===== config.mk =====
export PLATFORM = sky130hd
export DESIGN_NAME = mine_reveal_seq
export DESIGN_NICKNAME = d
export VERILOG_FILES = /design/src/rtl/mine_reveal_seq_pkg.sv /design/src/rtl/mine_reveal_seq_frame_tick_gen.sv /design/src/rtl/mine_reveal_seq.sv
export SDC_FILE = /design/constraint.sdc
export NUM_CORES = 1
export LEC_CHECK = 0
export BUFFER_PORTS_ARGS = -buffer_cell sky130_fd_sc_hd__buf_2
export CORE_ASPECT_RATIO = 0.75
export CORE_MARGIN = 3
export CORE_UTILIZATION = 59
export DETAILED_ROUTE_END_ITERATION = 10
export GPL_ROUTABILITY_DRIVEN = 0
export PLACE_DENSITY = 0.83
export REMOVE_ABC_BUFFERS = 1
export SLEW_MARGIN = 20
export SYNTH_ARGS = -nofsm -noshare
export SYNTH_HDL_FRONTEND = slang
export SYNTH_SLANG_ARGS = --single-unit

===== constraint.sdc =====
create_clock -name i_clk -period 3.52 [get_ports i_clk]
set_clock_uncertainty 0.05 [all_clocks]
set_input_delay 0.528 -clock i_clk [delete_from_list [all_inputs] [get_ports i_clk]]
set_output_delay 0.528 -clock i_clk [all_outputs]
set_load 0.01 [all_outputs]

===== src/rtl/mine_reveal_seq_pkg.sv =====
// Shared types and board geometry for the game-over mine reveal sequencer.
package reveal_pkg;

  typedef enum logic [2:0] {
    IDLE,
    HIT,
    SCAN_RD,
    SCAN_CHK,
    SHOW,
    DONE
  } reveal_state_t;

  localparam logic [4:0] DIM_L1     = 5'd8;
  localparam logic [4:0] DIM_L2     = 5'd16;
  localparam logic [4:0] DIM_L3     = 5'd24;
  localparam logic [4:0] CELL_FIRST = 5'd1;

  // Level 0 (menu) never starts a sequence, so its value here is never used.
  function automatic logic [4:0] board_dim(input logic [1:0] level);
    logic [4:0] dim;
    case (level)
      2'd1:    dim = DIM_L1;
      2'd2:    dim = DIM_L2;
      2'd3:    dim = DIM_L3;
      default: dim = DIM_L1;
    endcase
    return dim;
  endfunction

endpackage


===== src/rtl/mine_reveal_seq_frame_tick_gen.sv =====
// Vsync rising-edge detector plus a per-mine frame counter.
// o_expired flags that the current frame is the last one of the hold, so tick & expired ends it.
module frame_tick_gen #(
  parameter int unsigned FRAMES_PER_MINE = 4
) (
  input  logic i_clk,
  input  logic i_rst_n,
  input  logic i_clr,
  input  logic i_vsync,
  output logic o_tick,
  output logic o_expired
);

  localparam logic [7:0] LAST_FRAME = 8'(FRAMES_PER_MINE - 1);

  logic       r_vsync_d;
  logic [7:0] r_frame_cnt;

  assign o_tick    = i_vsync & ~r_vsync_d;
  assign o_expired = (r_frame_cnt >= LAST_FRAME);

  always_ff @(posedge i_clk or negedge i_rst_n) begin
    if (!i_rst_n) begin
      r_vsync_d   <= 1'b0;
      r_frame_cnt <= 8'd0;
    end else begin
      r_vsync_d <= i_vsync;
      if (i_clr) begin
        r_frame_cnt <= 8'd0;
      end else if (o_tick && (r_frame_cnt != 8'hFF)) begin
        r_frame_cnt <= r_frame_cnt + 8'd1;
      end
    end
  end

endmodule


===== src/rtl/mine_reveal_seq.sv =====
// Game-over mine reveal: shows the clicked mine, then every other mine in row-major order,
// each held for FRAMES_PER_MINE frames, pulsing o_mark_we once per mine shown.
module mine_reveal_seq
  import reveal_pkg::*;
#(
  parameter int unsigned FRAMES_PER_MINE = 4
) (
  input  logic       i_clk,
  input  logic       i_rst_n,
  input  logic [1:0] i_level,
  input  logic       i_game_lost,
  input  logic [4:0] i_hit_x,
  input  logic [4:0] i_hit_y,
  input  logic       i_restart,
  input  logic       i_vsync,
  output logic [4:0] o_map_x,
  output logic [4:0] o_map_y,
  input  logic       i_map_rd_data,
  output logic [4:0] o_mine_ind_x,
  output logic [4:0] o_mine_ind_y,
  output logic       o_explode,
  output logic       o_mark_we,
  output logic       o_busy,
  output logic       o_done
);

  reveal_state_t r_state;
  logic [1:0]    r_level_q;
  logic [4:0]    r_hit_x;
  logic [4:0]    r_hit_y;
  logic [4:0]    r_scan_x;
  logic [4:0]    r_scan_y;
  logic [4:0]    r_mine_x;
  logic [4:0]    r_mine_y;
  logic          r_explode;
  logic          r_mark_we;
  logic          r_busy;
  logic          r_done;

  logic       w_clr;
  logic       w_tick;
  logic       w_expired;
  logic       w_hold_done;
  logic [4:0] w_dim;
  logic       w_last_x;
  logic       w_last_cell;
  logic       w_scan_is_hit;
  logic [4:0] w_next_x;
  logic [4:0] w_next_y;

  // The frame counter only runs while a mine is on display; everywhere else it sits at zero.
  assign w_clr = i_restart || !((r_state == HIT) || (r_state == SHOW));

  frame_tick_gen #(
    .FRAMES_PER_MINE(FRAMES_PER_MINE)
  ) u_frame_tick (
    .i_clk    (i_clk),
    .i_rst_n  (i_rst_n),
    .i_clr    (w_clr),
    .i_vsync  (i_vsync),
    .o_tick   (w_tick),
    .o_expired(w_expired)
  );

  assign w_hold_done   = w_tick && w_expired;
  assign w_dim         = board_dim(r_level_q);
  assign w_last_x      = (r_scan_x == w_dim);
  assign w_last_cell   = w_last_x && (r_scan_y == w_dim);
  assign w_scan_is_hit = (r_scan_x == r_hit_x) && (r_scan_y == r_hit_y);
  assign w_next_x      = w_last_x ? CELL_FIRST : (r_scan_x + 5'd1);
  assign w_next_y      = w_last_x ? (r_scan_y + 5'd1) : r_scan_y;

  // The scan cell doubles as the map read address, so it is stable for both scan cycles.
  always_ff @(posedge i_clk or negedge i_rst_n) begin
    if (!i_rst_n) begin
      r_state   <= IDLE;
      r_level_q <= 2'd0;
      r_hit_x   <= CELL_FIRST;
      r_hit_y   <= CELL_FIRST;
      r_scan_x  <= CELL_FIRST;
      r_scan_y  <= CELL_FIRST;
      r_mine_x  <= CELL_FIRST;
      r_mine_y  <= CELL_FIRST;
      r_explode <= 1'b0;
      r_mark_we <= 1'b0;
      r_busy    <= 1'b0;
      r_done    <= 1'b0;
    end else begin
      r_mark_we <= 1'b0;
      if (i_restart) begin
        r_state   <= IDLE;
        r_scan_x  <= CELL_FIRST;
        r_scan_y  <= CELL_FIRST;
        r_mine_x  <= CELL_FIRST;
        r_mine_y  <= CELL_FIRST;
        r_explode <= 1'b0;
        r_busy    <= 1'b0;
        r_done    <= 1'b0;
      end else begin
        case (r_state)
          IDLE: begin
            if (i_game_lost && (i_level != 2'd0)) begin
              r_state   <= HIT;
              r_level_q <= i_level;
              r_hit_x   <= i_hit_x;
              r_hit_y   <= i_hit_y;
              r_mine_x  <= i_hit_x;
              r_mine_y  <= i_hit_y;
              r_explode <= 1'b1;
              r_busy    <= 1'b1;
              r_mark_we <= 1'b1;
            end
          end
          HIT: begin
            if (w_hold_done) begin
              r_scan_x <= CELL_FIRST;
              r_scan_y <= CELL_FIRST;
              r_state  <= SCAN_RD;
            end
          end
          SCAN_RD: begin
            r_state <= SCAN_CHK;
          end
          SCAN_CHK: begin
            // The clicked mine was already shown first, so it is skipped here.
            if (i_map_rd_data && !w_scan_is_hit) begin
              r_mine_x  <= r_scan_x;
              r_mine_y  <= r_scan_y;
              r_mark_we <= 1'b1;
              r_state   <= SHOW;
            end else if (w_last_cell) begin
              r_busy  <= 1'b0;
              r_done  <= 1'b1;
              r_state <= DONE;
            end else begin
              r_scan_x <= w_next_x;
              r_scan_y <= w_next_y;
              r_state  <= SCAN_RD;
            end
          end
          SHOW: begin
            if (w_hold_done) begin
              if (w_last_cell) begin
                r_busy  <= 1'b0;
                r_done  <= 1'b1;
                r_state <= DONE;
              end else begin
                r_scan_x <= w_next_x;
                r_scan_y <= w_next_y;
                r_state  <= SCAN_RD;
              end
            end
          end
          DONE: begin
            r_state <= DONE;
          end
          default: begin
            r_state <= IDLE;
          end
        endcase
      end
    end
  end

  assign o_map_x      = r_scan_x;
  assign o_map_y      = r_scan_y;
  assign o_mine_ind_x = r_mine_x;
  assign o_mine_ind_y = r_mine_y;
  assign o_explode    = r_explode;
  assign o_mark_we    = r_mark_we;
  assign o_busy       = r_busy;
  assign o_done       = r_done;

endmodule


# --- After elaboration in Yosys (flattened, before gate mapping) ---
# Cells that the tools add are included.
op_classes:
  n_lt_le_gt_ge: 1
  n_addsub: 3
  n_mux: 48
  n_bitwise: 3
  n_reduce_logical: 26
  n_eq_ne: 17
op_table:
  columns: ["operator", "count"]
  rows:
  - ["two-way mux 5 bit", 17]
  - ["one-hot mux 5 bit (2 select lines)", 3]
  - ["one-hot mux 5 bit (3 select lines)", 2]
  - ["equality test 5 bit", 4]
  - ["two-way mux 3 bit", 6]
  - ["one-hot mux 3 bit (6 select lines)", 1]
  - ["two-way mux 8 bit", 2]
  - ["inequality test 3 bit (second input constant)", 5]
  - ["two-way mux 1 bit", 14]
  - ["AND reduction 3 bit", 4]
  - ["adder 5 x 1 -> 5 bit (second input constant)", 2]
  - ["adder 8 x 1 -> 8 bit (second input constant)", 1]
  - ["greater-or-equal comparator 8 x 2 -> 1 bit (second input constant)", 1]
  - ["inequality test 8 bit (second input constant)", 1]
  - ["AND reduction 4 bit", 2]
  - ["nonzero test 2 bit", 4]
  - ["nonzero test 4 bit", 2]
  - ["equality test 3 x 2 -> 1 bit (second input constant)", 2]
  - ["equality test 3 bit (second input constant)", 2]
  - ["logical AND 1 bit", 6]
  - ["nonzero test 3 bit", 2]
  - ["equality test 2 bit (second input constant)", 2]
  - ["one-hot mux 1 bit (2 select lines)", 2]
  - ["equality test 3 x 1 -> 1 bit (second input constant)", 1]
  - ["other kinds (7)", 10]
word_totals:
  input_bits: 18
  word_cells: 112
  regBits: 48

# --- Depth between registers and ports, before layout ---
# Gate-level depths: netlist (run 1).
depth:
  depth_word: 8
  ltp_mapped: 9

# --- Modules after synthesis ---
# Synthesis (run 1) repeated with hierarchy kept, for this count alone.
hier_totals:
  cells_unflattened: 285
  hier_area_um2: 2931.6
by_module_without_submodules:
  columns: ["module", "area_per_inst_um2", "cells_per_inst", "n_inst"]
  rows:
  - ["mine_reveal_seq", 2391.0, 234, 1]
  - ["frame_tick_gen", 540.5, 51, 1]

# --- Worst setup path before layout (run 1) ---
# OpenSTA, ideal clock, no wires.
synth_timing:
  path_kind: "register -> register"
  start: "register r_scan_x[2], in the netlist o_map_x[2]"
  end: "register r_scan_x[4], in the netlist o_map_x[4]"
  stages_incl_launch_ff: 9
  t_arrival_ns: 1.906
  n_path_buf: 2
  setup_time_ns: 0.087
  required_time_ns: 3.383
  setup_slack_ns: 1.477
  cell_sequence: "dfrtp_1 buf_6 xnor2_1 nand4_1 o31ai_1 o211ai_1 buf_6 or4_1 o211ai_1"
synth_via:
  elab_chain_cells: 6
  word_cells_on_any_way: 15
synth_rtl:
  columns: ["item", "line_no", "text"]
  rows:
  - ["start, declared", "mine_reveal_seq.sv:31", "logic [4:0] r_scan_x;"]
  - ["start signal, assigned", "mine_reveal_seq.sv:136", "r_scan_x <= w_next_x;"]
  - ["start signal, assigned", "mine_reveal_seq.sv:148", "r_scan_x <= w_next_x;"]
  - ["adder 5 x 1 -> 5 bit (tied with other cells)", "mine_reveal_seq.sv:70", "assign w_next_x = w_last_x ? CELL_FIRST : (r_scan_x + 5'd1);"]
  - ["two-way mux 5 bit (tied with other cells)", "mine_reveal_seq.sv:70", null]
  - ["two-way mux 5 bit or logical NOT 1 bit (tied branches)", "mine_reveal_seq.sv:131, mine_reveal_seq.sv:143, mine_reveal_seq.sv:126", null]
  - ["two-way mux 5 bit (tied with other cells)", "mine_reveal_seq.sv:142", "if (w_hold_done) begin"]
  - ["one-hot mux 5 bit (3 select lines) or inequality test 3 bit (tied branches)", null, null]
  - ["two-way mux 5 bit or AND reduction 4 bit (tied branches)", null, null]
# Several ways; a longest one is shown, not always the timed one. The select of a mux whose other input is x is not followed.
# A chain may end at the register's enable or synchronous reset.

# --- Worst setup path in the final report (run 1) ---
layout_timing:
  start: "register u_frame_tick.r_frame_cnt[0]"
  end: "register r_scan_x[3], in the netlist o_map_x[3]"
layout_via:
  elab_chain_cells: 4
  word_cells_on_any_way: 5
layout_rtl:
  columns: ["item", "line_no", "text"]
  rows:
  - ["start, declared", "mine_reveal_seq_frame_tick_gen.sv:17", "logic [7:0] r_frame_cnt;"]
  - ["start signal, assigned", "mine_reveal_seq_frame_tick_gen.sv:31", "r_frame_cnt <= r_frame_cnt + 8'd1;"]
  - ["greater-or-equal comparator 8 x 2 -> 1 bit *", "mine_reveal_seq_frame_tick_gen.sv:20", "assign o_expired = (r_frame_cnt >= LAST_FRAME);"]
  - ["logical AND 1 bit *", "mine_reveal_seq.sv:65", "assign w_hold_done = w_tick && w_expired;"]
  - ["inequality test 3 bit (no source line)", null, null]
  - ["AND reduction 4 bit (no source line) *", null, null]
# Mark *: on every way between the ends. The rest lies on a longest branch, timed or not.

==> impl_results.md, run 1 <==
* Status: complete, no violations
* Starting density of the core at 63.8%
* Vias in the first global route at 2058
* Finished layout cell area at 2970 sq um
* Drt via density at 6.09
* Final period utilization at 68.8%
* Inserted Clock Buffers at 5
* Layout cell share with drive strength beyond 1 at 26.7%
* Row cnt at 20
* Power Internal at 872 uW
* Top FF cell, synth: dfrtp_1
* Setup slack at placement at 1.10 ns
* Setup TNS at 0 ns
* R2R Path End: o_map_x[3]
* I/O pins at 42
* Diode count at 0
* Cells after synthesis at 264
* H-tree depth at 2
* Crit path max fanout at 11
* Port Buffers at 41
* Post CTS Setup Buffer Count at 0
* Horiz. Die Dim at 83.9 microns
* Synth area leaders: dfrtp_1, dfstp_2, mux2_2
* Hold-fix buffers, CTS at 0
* Clock slew at reported path FFs at 0.08 ns
* Core Box Area at 4200 sq um
* Switch share at 28.7%
* Drt total wl at 5970 microns
* Peak VDD IR at 0.272 mV
* Post-synth top area cell: dfrtp_1
* Post-Syn Area at 2680 sq um
* Reg2reg setup slack at 1.10 ns
* Worst-Skew Late Latency at 0.30 ns
* Critical R2R Launch: u_frame_tick.r_frame_cnt[0]
* Fmax at 0.413 GHz
* Initial antenna violation count at 0
* Endpoints failing hold at 0
* Initial DRC count at 197
* Clock power share at 25.6%
* Critical Path RT at 3.66 ns
* Die Y at 64.4 microns
* Crit path time final at 2.42 ns
* Sequential power share at 55.2%
* RSZ-0062 raised after global routing: no
* DR DRC count at 0
* Post-layout util at 70.6%
* Endpoints failing setup at 0
* Via count at 2163
* R2R depth at 6
* Worst Setup End Kind: flip-flop
* Placed cells at 347
* Worst slew pin tran at 0.834 ns
* Worst EP arrival at 2.56 ns
* Max cap viols at 0
* Largest net degree at the start of global routing at 49
* Nets@finish at 322
* Area share of the largest cell type after synthesis at 39.2%
* Final slew viol count at 0
* P&R area growth vs syn at 10.6%
* CTS tree: built
* First drt pass iteration count at 4
* Startpoint Class: flip-flop
* Die area at 5400 sq um
* Seq/Total Area, Yosys at 45.1%
* Number of synthesized flops with an enable pin at 0
* CTS Buffer Depth at 2
* Register bit total from synthesis at 48
* Synth warn at 0
* Hold crit path type: in -> async
* Setup slack after layout at 1.10 ns
* FFs w/ async S/R, synth at 100%
* Logic gate share of total power at 19.3%
* First-pass GRT wire length at 10100 microns
* Final ANT Viol Nets at 0
* Slew HR at 44.2%
* Global Route Usage Sum at 23.8%
* Post-Syn Area per Cell at 10.2 sq um
* Library cells used by synthesis at 60
* Cts repair resizes at 0
* Routed WL per cell at 16.8 microns
* Grt total ovfl at 0
* Sink Count at 48
* Sw Pwr at 351 uW
* DPL Wire Length at 4240 microns
* Type of the worst setup path: reg -> reg
* Clock Tree Root: clkbuf_8
* Leakage at 0.00130 uW
* Final std cells w/o fill at 355
* PwrDens at 412 nW/um^2
* Post-DP Area at 2880 sq um
[cell type report]
type                    instances  area (sq um)
multi-input cells             191          1340
fillers                       323          1240
clock inverters                 1          5.00
flip-flops and latches         48          1210
clock buffers                   7          76.3
well taps                      55          68.8
inverters                       9          33.8
repair buffers                 44           230
[cells in the mapped netlist (7+ instances only)]
cell	number
dfrtp_1	42
nor2_1	29
a21oi_1	15
mux2_2	12
xnor2_1	12
nand2_1	11
a211oi_1	10
inv_1	9
o31ai_1	8
nand3_1	7
o21ai_0	7
[per-layer routing]
layer  global-route usage [%]  part of all wire (%)  vias to the layer above
li1                         -                     -                     1017
met1                     35.2                    46                     1032
met2                     35.1                    45                      106
met3                     5.93                   8.5                        8
met4                     5.62                  0.99                        0
met5                        0                     0                        -
[logic make-up after synthesis]
| kind of cell | Yosys count | synth area share, % |
|---|---|---|
| buffers and inverters | 25 | 4.85 |
| muxes | 18 | 7.28 |
| and+or+nand+nor | 89 | 17.9 |
| xor gates and xnor gates | 17 | 5.55 |
| AOI/OAI and AO/OA | 62 | 17.1 |
| adders and majority gates | 5 | 2.33 |
| DFF | 48 | 45.1 |
[power by group through the flow]
stage          combinational, uW  clock (uW)  sequential [uW]
2_1_floorplan                150           0              677
3_3_place_gp                 228           0              677
3_5_place_dp                 232           0              682
4_1_cts                      235         319              673
5_1_grt                      261         353              684
6_report                     236         313              675
[sequential cells by signal, indices dropped and copies added (netlist names)]
register,count
o_mine_ind_x,5
o_mine_ind_y,5
o_done,1
r_hit_x,5
u_frame_tick.r_vsync_d,1
o_mark_we,1
u_frame_tick.r_frame_cnt,8
r_level_q,2
r_hit_y,5
o_busy,1
r_state,3
o_map_y,5
o_explode,1
o_map_x,5
[layout by cell type, fill, tap and decap left out, types with 2 or more instances in the layout]
cell / instances
mux2_2: 12
and3_1: 2
o21ai_0: 7
mux2i_1: 6
nor2b_1: 4
buf_4: 4
a21oi_1: 15
and2_1: 2
nand2_1: 11
nor3_1: 5
clkbuf_8: 5
clkbuf_1: 2
or3_1: 3
o41ai_1: 2
o31ai_1: 8
buf_2: 40
nand3_1: 7
nor2_1: 29
nand2b_1: 4
dfrtp_1: 42
inv_1: 9
nand4_1: 6
a211oi_1: 10
xor2_1: 5
o211ai_1: 2
xnor2_1: 12
nor3b_1: 2
dfstp_2: 6
ha_1: 5
a41oi_1: 2
[metrics by stage]
stage	hold WS (ns)	power, uW
2_1_floorplan	0.182	827
3_3_place_gp	0.451	906
3_5_place_dp	0.451	914
4_1_cts	0.288	1230
5_1_grt	0.217	1300
6_report	0.181	1220
[critical path, stage by stage, from the launching register on]
cell      delay, ns
dfrtp_1        0.39
ha_1           0.25
nor3_1         0.08
a21oi_1        0.43
o211ai_1       0.41
or2_4          0.42
o41ai_1        0.29
[how the worst max path moves through the flow]
stage / start / to / cells past startpoint
floorplan: r_state[2] / o_mine_ind_x[1] / 4
global placement: i_restart / o_map_x[3] / 6
detailed placement: i_restart / o_map_x[3] / 6
CTS: u_frame_tick.r_frame_cnt[0] / o_map_x[3] / 6
global route: u_frame_tick.r_frame_cnt[0] / o_map_x[3] / 6
finish: u_frame_tick.r_frame_cnt[0] / o_map_x[3] / 6
(Power assumes the default switching activity.)
==> inputs of run 2 (changes only) <==
--- a/config.mk
+++ b/config.mk
@@ -8,10 +8,10 @@
 export BUFFER_PORTS_ARGS = -buffer_cell sky130_fd_sc_hd__buf_2
 export CORE_ASPECT_RATIO = 0.75
 export CORE_MARGIN = 3
-export CORE_UTILIZATION = 59
+export CORE_UTILIZATION = 56
 export DETAILED_ROUTE_END_ITERATION = 10
 export GPL_ROUTABILITY_DRIVEN = 0
-export PLACE_DENSITY = 0.83
+export PLACE_DENSITY = 0.79
 export REMOVE_ABC_BUFFERS = 1
 export SLEW_MARGIN = 20
 export SYNTH_ARGS = -nofsm -noshare
==> constraint.sdc (replaced) <==
create_clock -name i_clk -period 2.45 [get_ports i_clk]
set_clock_uncertainty 0.05 [all_clocks]
set_input_delay 0.3675 -clock i_clk [delete_from_list [all_inputs] [get_ports i_clk]]
set_output_delay 0.3675 -clock i_clk [all_outputs]
set_load 0.01 [all_outputs]
==> impl_results.md, run 2 (same netlist as run 1, synthesis figures left out) <==
* Status: complete, no violations
* CTS Buffer Depth at 2
* Worst EP arrival at 2.40 ns
* Setup slack after layout at 0.179 ns
* Setup slack at placement at 0.0846 ns
* WHS Endpoint: u_frame_tick.r_vsync_d
* R2R Path End: o_map_x[3]
* First-pass GRT wire length at 9810 microns
* Endpoints failing hold at 0
* Total power at 1900 uW
* Final std cells w/o fill at 371
* Clock Tree Root: clkbuf_8
* Layout cell share with drive strength beyond 1 at 30.6%
* Grt total ovfl at 0
* Fmax at 0.440 GHz
* Core Box Area at 4550 sq um
* Crit path max fanout at 8
* Logic gate share of total power at 18.7%
* Starting density of the core at 59.0%
* Top reg by flops: u_frame_tick.r_frame_cnt
* Max cap viols at 0
* Initial antenna violation count at 0
* Placed cells at 360
* Die area at 5670 sq um
* Reg2reg setup slack at 0.18 ns
* Startpoint Class: flip-flop
* Hold crit path type: in -> reg
* DPL Wire Length at 4440 microns
* Crit path time final at 2.27 ns
* Diode count at 0
* P&R area growth vs syn at 16.0%
* Inserted Clock Buffers at 5
* Sw Pwr at 521 uW
* Max stage delay on crit path at 0.62 ns
* Worst slew pin tran at 0.506 ns
* Final slew viol count at 0
* Global Route Usage Sum at 22.1%
* Critical Path RT at 2.58 ns
* Type of the worst setup path: reg -> reg
* Nets@finish at 336
* Largest net degree at the start of global routing at 29
* Drt via density at 5.91
* Leakage at 0.00139 uW
* Power Internal at 1370 uW
* Port Buffers at 41
* Initial DRC count at 143
* CTS tree: built
* I/O pins at 42
* RSZ-0062 raised after global routing: no
* Slew HR at 66.2%
* Routed WL per cell at 16.1 microns
* Sequential power share at 50.9%
* Worst-Skew Late Latency at 0.30 ns
* Commonest non-fill, non-tap cells in the layout: dfrtp_1, buf_2, nor2_1
* Clock slew at reported path FFs at 0.09 ns
* PwrDens at 609 nW/um^2
* R2R depth at 7
* Drt total wl at 5990 microns
* H-tree depth at 2
* Hold depth at 1
* Crit-path cells: xnor2_1 > nand4_1 > o31ai_1 > o211ai_1 > buf_4 > or2_4 > o41ai_1
* Commonest non-fill, non-tap cell in the layout: dfrtp_1
* Final ANT Viol Nets at 0
* Sink Count at 48
* DR DRC count at 0
* Critical-path cell with the highest stage delay: dfstp_2
* Final period utilization at 92.7%
* Setup TNS at 0 ns
* Critical R2R Launch: o_map_y[0]
* Horiz. Die Dim at 85.9 microns
* First drt pass iteration count at 4
* Max reg flops at 8
* Worst Setup End Kind: flip-flop
* Via count at 2192
* Peak VDD IR at 0.360 mV
* Switch share at 27.5%
* Row cnt at 21
* Endpoints failing setup at 0
* Die Y at 65.9 microns
* Clock power share at 30.4%
* Hold Path Origin: i_vsync
* Vias in the first global route at 1959
* Fillers at 356
==> run 2: layer usage <==
metal | vias to the layer above | part of all wire (%) | GRT usage [%]
met1 | 1054 | 50 | 35.6
met4 | 0 | 1.1 | 5.34
met5 | - | 0 | 0
li1 | 1048 | - | -
met2 | 81 | 42 | 29.6
met3 | 9 | 6.7 | 4.36
==> run 2: area by class of cell <==
cell class	instances	area (sq um)	share of cell area, %
inverters	9	33.8	1.09
clock buffers	5	68.8	2.21
repair buffers	58	335	10.8
clock inverters	3	47.5	1.53
multi-input cells	191	1350	43.3
flip-flops and latches	48	1210	38.8
well taps	57	71.3	2.29
==> run 2: power by group through the flow <==
stage	registers (uW)	logic [uW]	clock network [uW]
CTS	963	346	586
detailed placement	977	343	0
finish	965	354	577
global placement	976	337	0
global route	975	391	621
floorplan	973	216	0
==> run 2: per-stage QoR <==
step	area (sq um)	hold WS [ns]	utilization, %
after floorplan	2590	0.0219	-
after global placement	2970	0.294	65.3
after detailed placement	2970	0.295	65.3
after CTS	3090	0.130	68.1
after global routing	3110	0.132	68.5
final	3110	0.137	68.5
==> run 2: worst max-delay path by stage <==
stage                                startpoint               to  slack [ns]  cells after the start
floorplan                            r_state[2]  o_mine_ind_x[1]        0.15                      4
global placement    u_frame_tick.r_frame_cnt[0]       o_map_x[2]        0.25                      6
detailed placement  u_frame_tick.r_frame_cnt[0]       o_map_x[3]        0.08                      6
CTS                 u_frame_tick.r_frame_cnt[0]       o_map_x[3]        0.05                      6
global route                         o_map_x[4]       o_map_x[2]        0.09                      6
finish                               o_map_y[0]       o_map_x[3]        0.18                      7
==> run 2: worst max-delay path, delay by kind of cell, from the launching register on <==
family                    cells  cell delay (ns)
and+or+nand+nor               2             0.42
xor gates and xnor gates      1             0.14
AOI/OAI and AO/OA             3             0.73
DFF                           1             0.62
buffers and inverters         1             0.19
==> run 2: what timing repair did <==
item,4_1_cts,5_1_grt
gates resized for setup,0,1
buffers inserted,0,2
hold buffers,1,0
endpoints found under the setup margin,0,8
hold endpoints to repair,20,0
